--- src/rtl/ifid_if.sv ---
// ----------------------------------------------------------------------------
// ifid_if
// Fetch-to-IF/ID handshake bundle.
//   if_valid : fetch presents an instruction
//   if_instr : fetched instruction word (IW bits)
//   if_pc    : PC of the fetched instruction (PCW bits)
//   if_ready : IF/ID stage can accept this cycle
// Modports: master = fetch side (drives valid/instr/pc),
//           slave  = IF/ID stage (drives ready).
// ----------------------------------------------------------------------------
interface ifid_if #(
    parameter int IW  = 16,
    parameter int PCW = 16
);
    logic           if_valid;
    logic [IW-1:0]  if_instr;
    logic [PCW-1:0] if_pc;
    logic           if_ready;

    modport master (output if_valid, if_instr, if_pc, input if_ready);
    modport slave  (input if_valid, if_instr, if_pc, output if_ready);
endinterface

--- src/rtl/ifid_pipe_reg.sv ---
// ----------------------------------------------------------------------------
// ifid_pipe_reg
// IF/ID pipeline register between fetch and decode. A main slot feeds decode
// and a skid slot absorbs the one extra word that can arrive while decode is
// stalled, so the registered if_ready never has to react combinationally to
// hazard. On flush or when empty the stage presents NOP so control never sees
// a stale opcode.
//
// Ports:
//   clk, rst        : clock (rising edge), asynchronous active-high reset
//   fetch (slave)   : if_valid / if_instr / if_pc in, if_ready out
//   hazard          : decode cannot advance this cycle
//   flush           : kill every held instruction
//   id_valid        : main slot holds a live instruction
//   id_instr, id_pc : main-slot instruction (NOP when invalid) and PC
//   cntrl_input, reg_rd, reg_rs, reg_rt, branch_cond, arith_imm,
//   load_save_imm, call_target : field slices of id_instr
//   stall_cnt       : saturating count of cycles with hazard && id_valid
//   bubble_cnt      : saturating count of cycles with !id_valid && !hazard
//
// Build option: define IFID_PERF_CNT_EN to implement the two performance
// counters; otherwise they are tied to zero and no counter flops exist.
// ----------------------------------------------------------------------------
module ifid_pipe_reg #(
    parameter int            IW  = 16,
    parameter int            PCW = 16,
    parameter logic [IW-1:0] NOP = 16'hF000,
    parameter int            CW  = 16
) (
    input  logic           clk,
    input  logic           rst,
    ifid_if.slave          fetch,
    input  logic           hazard,
    input  logic           flush,
    output logic           id_valid,
    output logic [IW-1:0]  id_instr,
    output logic [PCW-1:0] id_pc,
    output logic [3:0]     cntrl_input,
    output logic [3:0]     reg_rd,
    output logic [3:0]     reg_rs,
    output logic [3:0]     reg_rt,
    output logic [2:0]     branch_cond,
    output logic [3:0]     arith_imm,
    output logic [7:0]     load_save_imm,
    output logic [11:0]    call_target,
    output logic [CW-1:0]  stall_cnt,
    output logic [CW-1:0]  bubble_cnt
);

    logic           main_v;
    logic           skid_v;
    logic [IW-1:0]  main_instr;
    logic [IW-1:0]  skid_instr;
    logic [PCW-1:0] main_pc;
    logic [PCW-1:0] skid_pc;

    logic accept;
    logic load_main_in;
    logic load_main_skid;
    logic load_skid;

    // if_ready is a flop output: it is simply the inverse of the skid flag.
    assign fetch.if_ready = ~skid_v;
    assign accept         = fetch.if_valid & ~skid_v;

    // Slot steering. Flush overrides everything, hazard freezes main, and an
    // advance drains the skid before any new word may enter.
    always_comb begin
        load_main_in   = 1'b0;
        load_main_skid = 1'b0;
        load_skid      = 1'b0;
        if (!flush) begin
            if (hazard) begin
                if (accept) begin
                    if (main_v) load_skid    = 1'b1;
                    else        load_main_in = 1'b1;
                end
            end else if (skid_v) begin
                load_main_skid = 1'b1;
            end else if (accept) begin
                load_main_in = 1'b1;
            end
        end
    end

    // Control state and the visible PC (PC must read 0 out of reset).
    always_ff @(posedge clk or posedge rst) begin
        if (rst) begin
            main_v  <= 1'b0;
            skid_v  <= 1'b0;
            main_pc <= '0;
        end else if (flush) begin
            main_v <= 1'b0;
            skid_v <= 1'b0;
        end else begin
            if (load_skid)           skid_v <= 1'b1;
            else if (load_main_skid) skid_v <= 1'b0;

            if (load_main_in || load_main_skid) main_v <= 1'b1;
            else if (!hazard)                   main_v <= 1'b0;

            if (load_main_in)        main_pc <= fetch.if_pc;
            else if (load_main_skid) main_pc <= skid_pc;
        end
    end

    // Instruction payloads carry no reset: they are only observed while the
    // matching valid flag is set.
    always_ff @(posedge clk) begin
        if (load_main_in)        main_instr <= fetch.if_instr;
        else if (load_main_skid) main_instr <= skid_instr;
        if (load_skid) begin
            skid_instr <= fetch.if_instr;
            skid_pc    <= fetch.if_pc;
        end
    end

    assign id_valid = main_v;
    assign id_instr = main_v ? main_instr : NOP;
    assign id_pc    = main_pc;

    assign cntrl_input   = id_instr[15:12];
    assign reg_rd        = id_instr[11:8];
    assign reg_rs        = id_instr[7:4];
    assign reg_rt        = id_instr[3:0];
    assign branch_cond   = id_instr[10:8];
    assign arith_imm     = id_instr[3:0];
    assign load_save_imm = id_instr[7:0];
    assign call_target   = id_instr[11:0];

`ifdef IFID_PERF_CNT_EN
    function automatic logic [CW-1:0] sat_inc(input logic [CW-1:0] v);
        return (&v) ? v : v + 1'b1;
    endfunction

    logic [CW-1:0] stall_q;
    logic [CW-1:0] bubble_q;

    always_ff @(posedge clk or posedge rst) begin
        if (rst) begin
            stall_q  <= '0;
            bubble_q <= '0;
        end else begin
            if (hazard && main_v)   stall_q  <= sat_inc(stall_q);
            if (!main_v && !hazard) bubble_q <= sat_inc(bubble_q);
        end
    end

    assign stall_cnt  = stall_q;
    assign bubble_cnt = bubble_q;
`else
    assign stall_cnt  = '0;
    assign bubble_cnt = '0;
`endif

endmodule

--- src/flat_wrapper.sv ---
// flat-port wrapper written by rule: the top's interface ports become plain ports
module ifid_pipe_reg_flat 
#(
    parameter int            IW  = 16,
    parameter int            PCW = 16,
    parameter logic [IW-1:0] NOP = 16'hF000,
    parameter int            CW  = 16
)
  (clk, rst, hazard, flush, id_valid, id_instr, id_pc, cntrl_input, reg_rd, reg_rs, reg_rt, branch_cond, arith_imm, load_save_imm, call_target, stall_cnt, bubble_cnt, fetch_if_valid, fetch_if_instr, fetch_if_pc, fetch_if_ready);
  ifid_if #(.IW(IW), .PCW(PCW)) fetch_i ();
  input  logic clk;
  input  logic rst;
  input  logic hazard;
  input  logic flush;
  output logic id_valid;
  output logic [IW-1:0] id_instr;
  output logic [PCW-1:0] id_pc;
  output logic [3:0] cntrl_input;
  output logic [3:0] reg_rd;
  output logic [3:0] reg_rs;
  output logic [3:0] reg_rt;
  output logic [2:0] branch_cond;
  output logic [3:0] arith_imm;
  output logic [7:0] load_save_imm;
  output logic [11:0] call_target;
  output logic [CW-1:0] stall_cnt;
  output logic [CW-1:0] bubble_cnt;
  input wire logic [$bits(fetch_i.if_valid)-1:0] fetch_if_valid;
  input wire logic [$bits(fetch_i.if_instr)-1:0] fetch_if_instr;
  input wire logic [$bits(fetch_i.if_pc)-1:0] fetch_if_pc;
  output wire logic [$bits(fetch_i.if_ready)-1:0] fetch_if_ready;
  assign fetch_i.if_valid = fetch_if_valid;
  assign fetch_i.if_instr = fetch_if_instr;
  assign fetch_i.if_pc = fetch_if_pc;
  assign fetch_if_ready = fetch_i.if_ready;
  ifid_pipe_reg #(.IW(IW), .PCW(PCW), .NOP(NOP), .CW(CW)) u_core (.clk(clk), .rst(rst), .fetch(fetch_i), .hazard(hazard), .flush(flush), .id_valid(id_valid), .id_instr(id_instr), .id_pc(id_pc), .cntrl_input(cntrl_input), .reg_rd(reg_rd), .reg_rs(reg_rs), .reg_rt(reg_rt), .branch_cond(branch_cond), .arith_imm(arith_imm), .load_save_imm(load_save_imm), .call_target(call_target), .stall_cnt(stall_cnt), .bubble_cnt(bubble_cnt));
endmodule
--- config.mk ---
export PLATFORM = sky130hd
export DESIGN_NAME = ifid_pipe_reg_flat
export DESIGN_NICKNAME = d
export VERILOG_FILES = /design/src/rtl/ifid_if.sv /design/src/rtl/ifid_pipe_reg.sv /design/src/flat_wrapper.sv
export SDC_FILE = /design/constraint.sdc
export NUM_CORES = 1
export LEC_CHECK = 0
export BUFFER_PORTS_ARGS = -buffer_cell sky130_fd_sc_hd__buf_2
export CAP_MARGIN = 10
export CORE_MARGIN = 2
export CORE_UTILIZATION = 30
export CTS_BUF_LIST = sky130_fd_sc_hd__clkbuf_4
export DETAILED_ROUTE_END_ITERATION = 10
export PLACE_DENSITY_LB_ADDON = 0.3
export SETUP_SLACK_MARGIN = 0.02
export SLEW_MARGIN = 20
export SYNTH_ARGS = -nofsm -noshare
export SYNTH_HDL_FRONTEND = slang
export SYNTH_SLANG_ARGS = --single-unit
--- constraint.sdc ---
create_clock -name clk -period 4.8 [get_ports clk]
set_clock_uncertainty 0.15 [all_clocks]
set_input_delay 0.48 -clock clk [delete_from_list [all_inputs] [get_ports clk]]
set_output_delay 0.48 -clock clk [all_outputs]
set_load 0.005 [all_outputs]
== Word level (Yosys, flattened, before mapping) ==
Index checks and enable logic that the tools add are counted.

* Bitwise logic cells: 3
* Muxes and demuxes: 24
* Equality and inequality tests: 1
* Reductions and logical operators: 4

{| class="wikitable"
|+ Operators by type and width
! kind !! number
|-
| 2-to-1 mux 16 bit || 5
|-
| 2-to-1 mux 1 bit || 19
|-
| inequality test 3 x 1 -> 1 bit, second input constant || 1
|-
| nonzero test 3 bit || 1
|-
| NOT 1 bit || 2
|-
| AND reduction 2 bit || 1
|-
| nonzero test 2 bit || 1
|-
| AND 1 bit || 1
|-
| logical OR 1 bit || 1
|}

* Output and inout port bits: 109
* Register bits: 66
* Bits of input ports: 37
* Word-level logic and storage cells: 38

== Longest topological paths before layout ==
Gate-level depths: netlist of the first run.

* Word-level depth: 9
* Mapped depth: 4
* Gate-level depth less buffers: 3

== Worst setup path before layout of the first run ==
No wires, ideal clock.

* Kind: register to register
* Start point: reg u_core.main_v, in the netlist u_core.id_valid
* End point: reg u_core.skid_instr[0] (enable)
* Setup time: 0.464 ns
* Path buffers: 0
* Arrival: 2.881 ns
* Period minus slack after synthesis: 3.495 ns
* Setup slack: 1.305 ns
* Stages on the path, launching flop included: 3
* Required time: 4.186 ns
* Path through: dfrtp_1 > nand2_1 > nor3_1

* Cells in the longest elaborated chain, start to end: 4

{| class="wikitable"
|+ Ends and longest elaborated chain
! what !! line !! source
|-
| start: declaration || ifid_pipe_reg.sv:50 || <nowiki>logic main_v;</nowiki>
|-
| start signal: assignment || ifid_pipe_reg.sv:89 || <nowiki>main_v <= 1'b0;</nowiki>
|-
| start signal: assignment || ifid_pipe_reg.sv:93 || <nowiki>main_v <= 1'b0;</nowiki>
|-
| start signal: assignment || ifid_pipe_reg.sv:99 || <nowiki>if (load_main_in || load_main_skid) main_v <= 1'b1;</nowiki>
|-
| 2-to-1 mux 1 bit || ifid_pipe_reg.sv:75 || <nowiki>if (main_v) load_skid = 1'b1;</nowiki>
|-
| 2-to-1 mux 1 bit || ifid_pipe_reg.sv:74 || <nowiki>if (accept) begin</nowiki>
|-
| 2-to-1 mux 1 bit || ifid_pipe_reg.sv:73 || <nowiki>if (hazard) begin</nowiki>
|-
| 2-to-1 mux 1 bit || ifid_pipe_reg.sv:72 || <nowiki>if (!flush) begin</nowiki>
|-
| named net u_core.load_skid || ifid_pipe_reg.sv:60 || <nowiki>logic load_skid;</nowiki>
|-
| end signal: assignment || ifid_pipe_reg.sv:113 || <nowiki>skid_instr <= fetch.if_instr;</nowiki>
|-
| end: declaration || ifid_pipe_reg.sv:53 || <nowiki>logic [IW-1:0] skid_instr;</nowiki>
|}

The timed path passes the listed nets, and every way through them passes these cells.
A chain may end at the register's enable or synchronous reset.

== Worst setup path in the final report of the first run ==
* Start point: reg u_core.main_v, in the netlist u_core.id_valid
* End point: reg u_core.main_instr[15] (enable)

* Cells in the longest elaborated chain, start to end: 5

{| class="wikitable"
|+ Ends and longest elaborated chain
! what !! line !! source
|-
| 2-to-1 mux 1 bit || ifid_pipe_reg.sv:75 ||
|-
| 2-to-1 mux 1 bit || ifid_pipe_reg.sv:74 ||
|-
| 2-to-1 mux 1 bit || ifid_pipe_reg.sv:73 ||
|-
| 2-to-1 mux 1 bit || ifid_pipe_reg.sv:72 ||
|-
| nonzero test 2 bit (no line) || - ||
|-
| end signal: assignment || ifid_pipe_reg.sv:110 || <nowiki>if (load_main_in) main_instr <= fetch.if_instr;</nowiki>
|-
| end signal: assignment || ifid_pipe_reg.sv:111 || <nowiki>else if (load_main_skid) main_instr <= skid_instr;</nowiki>
|-
| end: declaration || ifid_pipe_reg.sv:52 || <nowiki>logic [IW-1:0] main_instr;</nowiki>
|}

No other way between the ends.

==> results of run 1 <==
## power breakdown
group / switching (W) / internal, W / total, W
Combinational: 0.0000776 / 0.000113 / 0.000191
Clock: 0.000183 / 0.000174 / 0.000357
Sequential: 0.0000196 / 0.000652 / 0.000671
Total: 0.000281 / 0.000939 / 0.00122
## kinds of logic after synthesis
kind of cell,Yosys count,synth area share [%]
buf+inv,84,18.6
compound gates,2,0.457
other cells,1,0.114
simple gates,23,4.79
mux,48,18.5
flops,66,57.5
## per-layer routing
| metal | up-vias | global-route usage, % | wire length (um) |
|---|---|---|---|
| met2 | 108 | 17.0 | 2880 |
| met5 | - | 0 | 0 |
| met4 | 0 | 4.12 | 42 |
| met3 | 5 | 3.65 | 496 |
| li1 | 832 | - | - |
| met1 | 821 | 11.8 | 2340 |
## final timing paths
path | from | to | slack, ps
hold / removal | rst | u_core.id_pc[2] | 50
setup / recovery | u_core.id_valid | u_core.main_instr[15] | 2210
max in group asynchronous | rst | u_core.id_pc[11] | 3980
setup reg to reg | u_core.id_valid | u_core.main_instr[15] | 2210
min in group clk | fetch_if_pc[2] | u_core.skid_pc[2] | 130
hold reg to reg | u_core.skid_instr[4] | u_core.main_instr[4] | 400
## sequential cells by signal, summed over array words and instances, names as in the netlist
register,cells
u_core.skid_instr,16
u_core.id_valid,1
u_core.skid_v,1
u_core.main_instr,16
u_core.skid_pc,16
u_core.id_pc,16
## through the flow
step	std cells	cell area [um^2]	hold WS, ps
after global routing	447	3720	78.9
after detailed placement	430	3570	386
after CTS	446	3700	41.6
after global placement	430	3570	379
final	447	3720	50.9
after floorplan	255	3400	269
## cells in the mapped netlist
cell type / count
nor3_1: 1
clkbuf_1: 1
or2b_1: 1
buf_8: 1
nand4_2: 1
a31oi_1: 1
nor3b_4: 1
mux2_4: 18
inv_1: 4
nand2_1: 2
conb_1: 1
dfrtp_1: 18
mux2_2: 30
buf_2: 3
edfxtp_1: 48
buf_4: 75
and2_1: 12
a31o_2: 1
nand2b_1: 5
## area by class of cell
type | count | area, um^2 | share of cell area [%]
clock buffer | 12 | 90.1 | 2.42
clock inverter | 4 | 43.8 | 1.18
inverter | 4 | 15.0 | 0.404
multi-input combinational | 105 | 906 | 24.4
sequential | 66 | 1890 | 50.9
tap | 140 | 175 | 4.71
timing repair buffer | 116 | 596 | 16.0
==> impl_metrics.env, run 1 <==
export IMPL_antenna_left=0
export IMPL_cap_violations=0
export IMPL_route_vias_total=1766
export IMPL_drt_total_wl_um=5760
export IMPL_grt_overflow_total=0
export IMPL_cts_tree="built"
export IMPL_cts_clk_slew_worst_paths_ps=100
export IMPL_worstSetupPathDepth=4
export IMPL_wire_per_inst_um=12.9
export IMPL_slew_headroom_pct=50.9
export IMPL_cp_top_family="simple AND/OR/NAND/NOR gates"
export IMPL_synth_top_cell_by_area="edfxtp_1"
export IMPL_syn_inst=224
export IMPL_root_buffer="clkbuf_4"
export IMPL_firstDrtPassIters=4
export IMPL_synth_top_area_share_pct=43.8
export IMPL_required_ps=4620
export IMPL_final_nets=339
export IMPL_rsz0062_at_grt="false"
export IMPL_cpMostUsedCell="nand2_1"
export IMPL_portBuffers=113
export IMPL_preCtsSetupSlack_ps=1980
export IMPL_yosysSeqAreaShare_pct=57.5
export IMPL_hpwl_um=3980
export IMPL_fp_dieH_um=109
export IMPL_grt_max_degree=34
export IMPL_setup_viol=0
export IMPL_postCtsSetupBuffers=0
export IMPL_grt_pass1_wl_um=8830
export IMPL_max_stage_delay_ps=660
export IMPL_tns_ps=0
export IMPL_netlist_area_mm2=0.00329
export IMPL_initial_core_util_pct=30.6
export IMPL_syn_avg_cell_area_um2=14.7
export IMPL_clkLatencyLatePin_ps=380
export IMPL_crit_fanout=33
export IMPL_yosys_warnings=0
export IMPL_drc=0
export IMPL_p_per_area_mw_per_mm2=328
export IMPL_p_leak_nw=1.69
export IMPL_post_cts_resized=0
export IMPL_status="finished, final reports clean"
export IMPL_gp_congestion=0.657
export IMPL_synthTopCellsByArea="edfxtp_1, buf_4, dfrtp_1"
export IMPL_crit_type="reg2reg"
export IMPL_via_per_inst=3.95
export IMPL_path_buf_inv=1
export IMPL_tightestPinTransition_ps=735
export IMPL_crit_path_end_kind="register"
export IMPL_r2r_cells=4
export IMPL_synth_seq_cells=66
export IMPL_drive_gt1_share_pct=59.6
export IMPL_slew_violations=0
export IMPL_numCtsBuffers=9
export IMPL_cts_sinks=66
export IMPL_crit_chain="nand2_1 > nand4_2 > buf_4 > nand2_1"
export IMPL_diodes=0
export IMPL_final_common_cell="buf_2"
export IMPL_maxClockFrequency_ghz=0.386
export IMPL_die_area_mm2=0.0118
export IMPL_hold_path_class="in2async"
export IMPL_fin_crit_sh_pct=54.0
export IMPL_peakVddDrop_uv=150
export IMPL_holdBufCountCts=0
export IMPL_startpoint_type="register"
export IMPL_post_route_min_period_ps=2590
export IMPL_row_count=38
export IMPL_drt_iter0_drc=15
export IMPL_htreeDepth=3
export IMPL_core_area_mm2=0.0107
export IMPL_finalHoldViolCount=0
export IMPL_final_cell_mix="buf_2, edfxtp_1, conb_1, mux2_2"
export IMPL_synth_cell_types=19
export IMPL_grt_pass1_vias=1678
export IMPL_die_w_um=109
export IMPL_areaGrowthSynthToFinish_pct=13.1
export IMPL_io_pins=146
export IMPL_fillCellCount=1045
export IMPL_worst_slack_ps=2210
export IMPL_utilization_pct=34.6
export IMPL_grt_use_total_pct=10.1
export IMPL_fin_total_pwr_w=0.00122
export IMPL_antenna_found_initial=0
export IMPL_clk_path_buf_depth=2
export IMPL_cp_arrival_ps=2410
export IMPL_cp_slowest_cell="dfrtp_1"
Power figures use the tool's default switching activity.
==> run 2, diff against run 1 <==
--- a/config.mk
+++ b/config.mk
@@ -5,6 +5,7 @@
 export SDC_FILE = /design/constraint.sdc
 export NUM_CORES = 1
 export LEC_CHECK = 0
+export ABC_AREA = 1
 export BUFFER_PORTS_ARGS = -buffer_cell sky130_fd_sc_hd__buf_2
 export CAP_MARGIN = 10
 export CORE_MARGIN = 2
==> constraint.sdc (replaced) <==
create_clock -name clk -period 2.1 [get_ports clk]
set_clock_uncertainty 0.15 [all_clocks]
set_input_delay 0.21 -clock clk [delete_from_list [all_inputs] [get_ports clk]]
set_output_delay 0.21 -clock clk [all_outputs]
set_load 0.005 [all_outputs]
==> run 2 against run 1 <==
- sequential share of layout area shrank 7.0 points
- highest routed layer unchanged
- power is 150% higher
- worst hold slack improved by 95 ps
- first-iteration DRC count rose to 3.9 times the previous value
- critical path depth is the same
- largest power group unchanged
- utilization rose by 3.2 points
==> impl_metrics.env, run 2 <==
export IMPL_status="finished, final reports clean"
export IMPL_peakVddDrop_uv=330
export IMPL_io_pins=146
export IMPL_setup_viol=0
export IMPL_via_per_inst=4.21
export IMPL_synth_top_flop_cell="edfxtp_1"
export IMPL_die_area_mm2=0.0126
export IMPL_reg2reg_to="u_core.main_instr[5]"
export IMPL_yosys_warnings=0
export IMPL_p_per_area_mw_per_mm2=697
export IMPL_yosysSeqAreaShare_pct=54.0
export IMPL_post_route_min_period_ps=1700
export IMPL_busiest_layer="met2"
export IMPL_core_area_mm2=0.0114
export IMPL_grt_pass1_wl_um=11900
export IMPL_ys_async_sr_fraction_pct=27.3
export IMPL_grt_util_met3_pct=2.54
export IMPL_wire_per_inst_um=12.0
export IMPL_clkLatencyLatePin_ps=400
export IMPL_final_cell_mix="buf_2, nand2_1, inv_1, edfxtp_1, dlygate4sd3_1"
export IMPL_antenna_found_initial=0
export IMPL_drive_gt1_share_pct=30.4
export IMPL_required_ps=1740
export IMPL_fp_dieH_um=112
export IMPL_root_buffer="clkbuf_4"
export IMPL_antenna_left=0
export IMPL_finalHoldViolCount=0
export IMPL_drt_iter0_drc=58
export IMPL_p_int_w=0.00221
export IMPL_tightestPinTransition_ps=741
export IMPL_cp_slowest_cell="dfrtp_1"
export IMPL_final_common_cell="buf_2"
export IMPL_grt_use_total_pct=11.9
export IMPL_startpoint_type="register"
export IMPL_tns_ps=0
export IMPL_fin_crit_sh_pct=81.0
export IMPL_route_vias_total=2621
export IMPL_cp_endpoint="arith_imm[0]"
export IMPL_fillCellCount=1183
export IMPL_numCtsBuffers=9
export IMPL_holdPathStages=5
export IMPL_grt_max_degree=40
export IMPL_synthTopCellsByArea="edfxtp_1, buf_4, dfrtp_1"
export IMPL_clk_path_buf_depth=2
export IMPL_synth_top_cell_by_area="edfxtp_1"
export IMPL_timing_rr_start="u_core.skid_v"
export IMPL_switching_power_w=0.000797
export IMPL_drc=0
export IMPL_grt_use_met1_pct=13.8
export IMPL_worstSetupPathDepth=4
export IMPL_grt_pass1_vias=2476
export IMPL_crit_type="reg2out"
export IMPL_worstSetupStartpoint="u_core.id_valid"
export IMPL_instances_no_fill=623
export IMPL_slew_violations=0
export IMPL_worst_slack_ps=400
export IMPL_firstDrtPassIters=4
export IMPL_drt_total_wl_um=7510
export IMPL_holdWs_ps=146
export IMPL_cts_sinks=66
export IMPL_cts_clk_slew_worst_paths_ps=120
export IMPL_hpwl_um=5300
export IMPL_synth_seq_cells=66
export IMPL_portBuffers=113
export IMPL_p_leak_nw=2.23
export IMPL_grt_use_met2_pct=21.7
export IMPL_rsz0062_at_grt="false"
export IMPL_htreeDepth=3
export IMPL_initial_core_util_pct=30.7
export IMPL_comb_power_share_pct=16.6
export IMPL_crit_chain="buf_4 > nand2_1 > inv_1 > buf_2"
export IMPL_syn_inst=368
export IMPL_path_buf_inv=3
export IMPL_cts_tree="built"
export IMPL_syn_avg_cell_area_um2=9.53
export IMPL_synth_top_area_share_pct=41.1
export IMPL_synth_most_common_cell="nand2_1"
export IMPL_final_nets=512
export IMPL_sequentialPowerShare_pct=51.0
export IMPL_areaGrowthSynthToFinish_pct=23.0
export IMPL_cap_violations=0
export IMPL_crit_path_end_kind="output port"
export IMPL_hold_path_class="in2reg"
export IMPL_synth_edf_count=48
export IMPL_slew_headroom_pct=50.5
export IMPL_maxClockFrequency_ghz=0.588
export IMPL_cp_top_family="buffers and inverters"
export IMPL_p_sw_share_pct=26.5
export IMPL_grt_overflow_total=0
export IMPL_die_w_um=112
export IMPL_max_stage_delay_ps=380
export IMPL_preCtsSetupSlack_ps=555
export IMPL_diodes=0
export IMPL_netlist_area_mm2=0.00351
export IMPL_crit_fanout=17
export IMPL_row_count=39
export IMPL_clock_power_share_pct=32.4
export IMPL_gp_congestion=0.727
export IMPL_post_cts_resized=0
export IMPL_cp_arrival_ps=1340
export IMPL_synth_cell_types=19
export IMPL_synth_common_cells="nand2_1, buf_4, inv_1"
export IMPL_postCtsSetupBuffers=0
export IMPL_dp_cells=572
export IMPL_rrSetupSlack_ps=540
export IMPL_fin_total_pwr_w=0.00301
export IMPL_r2r_cells=4
## run 2: through the flow
step           cell area [um^2]  utilization, %
3_3_place_gp               3790            33.2
5_1_grt                    4310            37.8
6_report                   4310            37.8
2_1_floorplan              3630               -
3_5_place_dp               3790            33.2
4_1_cts                    4310            37.8
## run 2: tightest hold or removal path, cell delays in order
cell     delay [ps]
buf_2            90
inv_1           100
nor2_4           50
nand2_1         120
o21ai_0          90
## run 2: cell type report
| class | count | area [um^2] | share of cell area [%] |
|---|---|---|---|
| well taps | 143 | 179 | 4.15 |
| multi-input cells | 186 | 852 | 19.8 |
| inverters | 53 | 199 | 4.61 |
| repair buffers | 159 | 1020 | 23.7 |
| flip-flops and latches | 66 | 1890 | 43.9 |
| clock buffers | 9 | 67.6 | 1.57 |
| clock inverters | 7 | 98.8 | 2.29 |
## run 2: how the worst min path moves through the flow
| stage | to | from | slack, ps |
|---|---|---|---|
| 2_1_floorplan | u_core.id_pc[0] | rst | -1 |
| 3_3_place_gp | u_core.id_pc[7] | rst | 230 |
| 3_5_place_dp | u_core.id_pc[7] | rst | 240 |
| 4_1_cts | u_core.skid_v | fetch_if_valid | 130 |
| 5_1_grt | u_core.skid_v | fetch_if_valid | 170 |
| 6_report | u_core.skid_v | fetch_if_valid | 150 |
## run 2: power by group through the flow
stage / Sequential [W] / Combinational, W / Clock (W)
global placement: 0.00156 / 0.000452 / 0
global route: 0.00154 / 0.000565 / 0.00105
finish: 0.00153 / 0.000500 / 0.000974
detailed placement: 0.00156 / 0.000456 / 0
CTS: 0.00153 / 0.000510 / 0.00101
floorplan: 0.00156 / 0.000343 / 0
## run 2: layer usage
| metal | share of wire, % | vias to the layer above |
|---|---|---|
| met3 | 7.1 | 7 |
| li1 | - | 1300 |
| met5 | 0 | - |
| met1 | 41 | 1191 |
| met2 | 50 | 123 |
| met4 | 1.1 | 0 |
## run 2: cell families (layout without fill, tap and decap cells)
logic type / Yosys count / in the layout / share of synthesized area, %
other: 1 / 32 / 0.107
and+or+nand+nor: 136 / 136 / 18.0
buffers and inverters: 147 / 228 / 25.3
AOI/OAI and AO/OA: 18 / 18 / 2.64
DFF: 66 / 66 / 54.0
## run 2: repair_timing
action                                 CTS  global route
setup endpoints to repair                0             0
hold buffers                            35             0
endpoints found under the hold margin   83             0
==> run 3, diff against run 2 <==
==> constraint.sdc (replaced) <==
create_clock -name clk -period 1.7 [get_ports clk]
set_clock_uncertainty 0.15 [all_clocks]
set_input_delay 0.17 -clock clk [delete_from_list [all_inputs] [get_ports clk]]
set_output_delay 0.17 -clock clk [all_outputs]
set_load 0.005 [all_outputs]
==> run 3 against run 2 <==
- register-to-register slack got worse by 440 ps
- die area unchanged
- flip-flop and latch count unchanged
- first-iteration DRC count increased by 29%
- critical path type is now reg2reg
==> impl_metrics.env, run 3 (same netlist as run 2, synthesis figures left out) <==
export IMPL_status="finished, final reports clean"
export IMPL_die_area_mm2=0.0126
export IMPL_final_nets=518
export IMPL_switching_power_w=0.000978
export IMPL_diodes=0
export IMPL_rsz0062_at_grt="false"
export IMPL_cts_sinks=66
export IMPL_io_pins=146
export IMPL_startpoint_type="register"
export IMPL_numCtsBuffers=9
export IMPL_final_common_cell="buf_2"
export IMPL_row_count=39
export IMPL_max_stage_delay_ps=400
export IMPL_p_leak_nw=2.26
export IMPL_finalHoldViolCount=0
export IMPL_grt_pass1_wl_um=12200
export IMPL_cp_top_family="buffers and inverters"
export IMPL_firstDrtPassIters=5
export IMPL_cts_tree="built"
export IMPL_grt_overflow_total=0
export IMPL_core_area_mm2=0.0114
export IMPL_route_vias_total=2637
export IMPL_clk_path_buf_depth=2
export IMPL_clock_power_share_pct=31.4
export IMPL_initial_core_util_pct=30.7
export IMPL_fin_crit_sh_pct=94.2
export IMPL_clkLatencyLatePin_ps=400
export IMPL_post_route_min_period_ps=1600
export IMPL_setup_viol=0
export IMPL_path_buf_inv=3
export IMPL_p_sw_share_pct=26.2
export IMPL_hold_start="fetch_if_valid"
export IMPL_drt_iter0_drc=75
export IMPL_cpMostUsedCell="buf_4"
export IMPL_hpwl_um=5270
export IMPL_gp_congestion=0.745
export IMPL_drc=0
export IMPL_cp_slowest_cell="dfrtp_1"
export IMPL_root_buffer="clkbuf_4"
export IMPL_worst_slack_ps=98.5
export IMPL_peakVddDrop_uv=541
export IMPL_fin_area_mm2=0.00442
export IMPL_crit_chain="buf_4 > nand2_4 > buf_4 > nor2_4 > buf_12"
export IMPL_maxClockFrequency_ghz=0.624
export IMPL_tns_ps=0
export IMPL_crit_type="reg2reg"
export IMPL_crit_path_end_kind="register"
export IMPL_fp_dieH_um=112
export IMPL_wire_per_inst_um=12.0
export IMPL_grt_use_total_pct=12.2
export IMPL_preCtsSetupSlack_ps=168
export IMPL_crit_fanout=16
export IMPL_required_ps=1670
export IMPL_die_w_um=112
export IMPL_timing_rr_start="u_core.id_valid"
export IMPL_grt_pass1_vias=2468
export IMPL_holdWs_ps=152
export IMPL_drt_total_wl_um=7580
export IMPL_final_cell_mix="buf_2, nand2_1, edfxtp_1, inv_1, dlygate4sd3_1"
export IMPL_grt_max_degree=26
export IMPL_p_per_area_mw_per_mm2=843
export IMPL_sequentialPowerShare_pct=50.9
export IMPL_place_area_mm2=0.00386
export IMPL_drive_gt1_share_pct=33.3
export IMPL_cp_arrival_ps=1570
export IMPL_fin_total_pwr_w=0.00373
export IMPL_comb_power_share_pct=17.8
export IMPL_via_per_inst=4.19
export IMPL_slew_violations=0
export IMPL_cts_clk_slew_worst_paths_ps=110
export IMPL_htreeDepth=3
export IMPL_p_int_w=0.00275
export IMPL_hold_path_class="in2reg"
export IMPL_portBuffers=113
export IMPL_antenna_found_initial=0
export IMPL_worstSetupStartpoint="u_core.id_valid"
export IMPL_areaGrowthSynthToFinish_pct=26.0
export IMPL_cap_violations=0
export IMPL_antenna_left=0
-- run 3: cell types whose count changed in the layout (fill, tap and decap cells not counted) --
cell / before / now
inv_1: 51 / 42
inv_2: 2 / 11
buf_12: 2 / 5
buf_6: 0 / 2
nand2_1: 83 / 81
nand2_4: 0 / 2
buf_4: 9 / 10
clkinv_1: 0 / 1
clkinv_4: 1 / 0
clkinvlp_4: 1 / 2
inv_6: 2 / 1
nand3_2: 2 / 1
nand3_4: 0 / 1
-- run 3: metrics by stage --
stage / utilization [%] / std cells
after floorplan: - / 399
after global placement: 33.8 / 576
after detailed placement: 33.8 / 576
after CTS: 38.5 / 628
after global routing: 38.7 / 629
final: 38.7 / 629
-- run 3: path summary, 6_finish.rpt --
check	end	cells past startpoint	slack (ps)
setup / recovery	u_core.skid_pc[13]	5	100
hold / removal	u_core.skid_v	5	150
setup reg to reg	u_core.skid_pc[13]	5	100
hold reg to reg	u_core.id_pc[6]	2	370
max in group asynchronous	u_core.skid_v	4	1000
min in group asynchronous	u_core.id_pc[10]	4	170
-- run 3: power groups by stage --
stage               clock [W]  sequential (W)  combinational (W)
finish                0.00117         0.00190           0.000662
global route          0.00127         0.00191           0.000743
CTS                   0.00120         0.00190           0.000659
detailed placement          0         0.00193           0.000583
global placement            0         0.00193           0.000578
floorplan                   0         0.00193           0.000433
-- run 3: area by class of cell --
type	count	area, um^2
clock buffers	9	67.6
clock inverters	7	92.6
fillers	1169	7000
inverters	53	199
multi-input cells	186	875
flip-flops and latches	66	1890
well taps	143	179
repair buffers	165	1110
-- run 3: repair_timing --
item                                    4_1_cts  5_1_grt
endpoints found under the setup margin       53       68
gates resized for setup                       2       13
setup buffers                                 1        1
hold buffers                                 35        0
hold endpoints to repair                     84        0
-- run 3: tightest hold or removal path: stages --
cell	delay (ps)
buf_2	100
inv_1	110
nor2_4	60
nand2_1	120
o21ai_0	90
-- run 3: routing by layer --
layer  wire length (um)  vias up  global-route usage [%]
li1                   -     1315                       -
met1               3260     1191                    14.4
met2               3710      126                    21.6
met3                537        5                    3.35
met4                 66        0                    3.66
met5                  0        -                       0
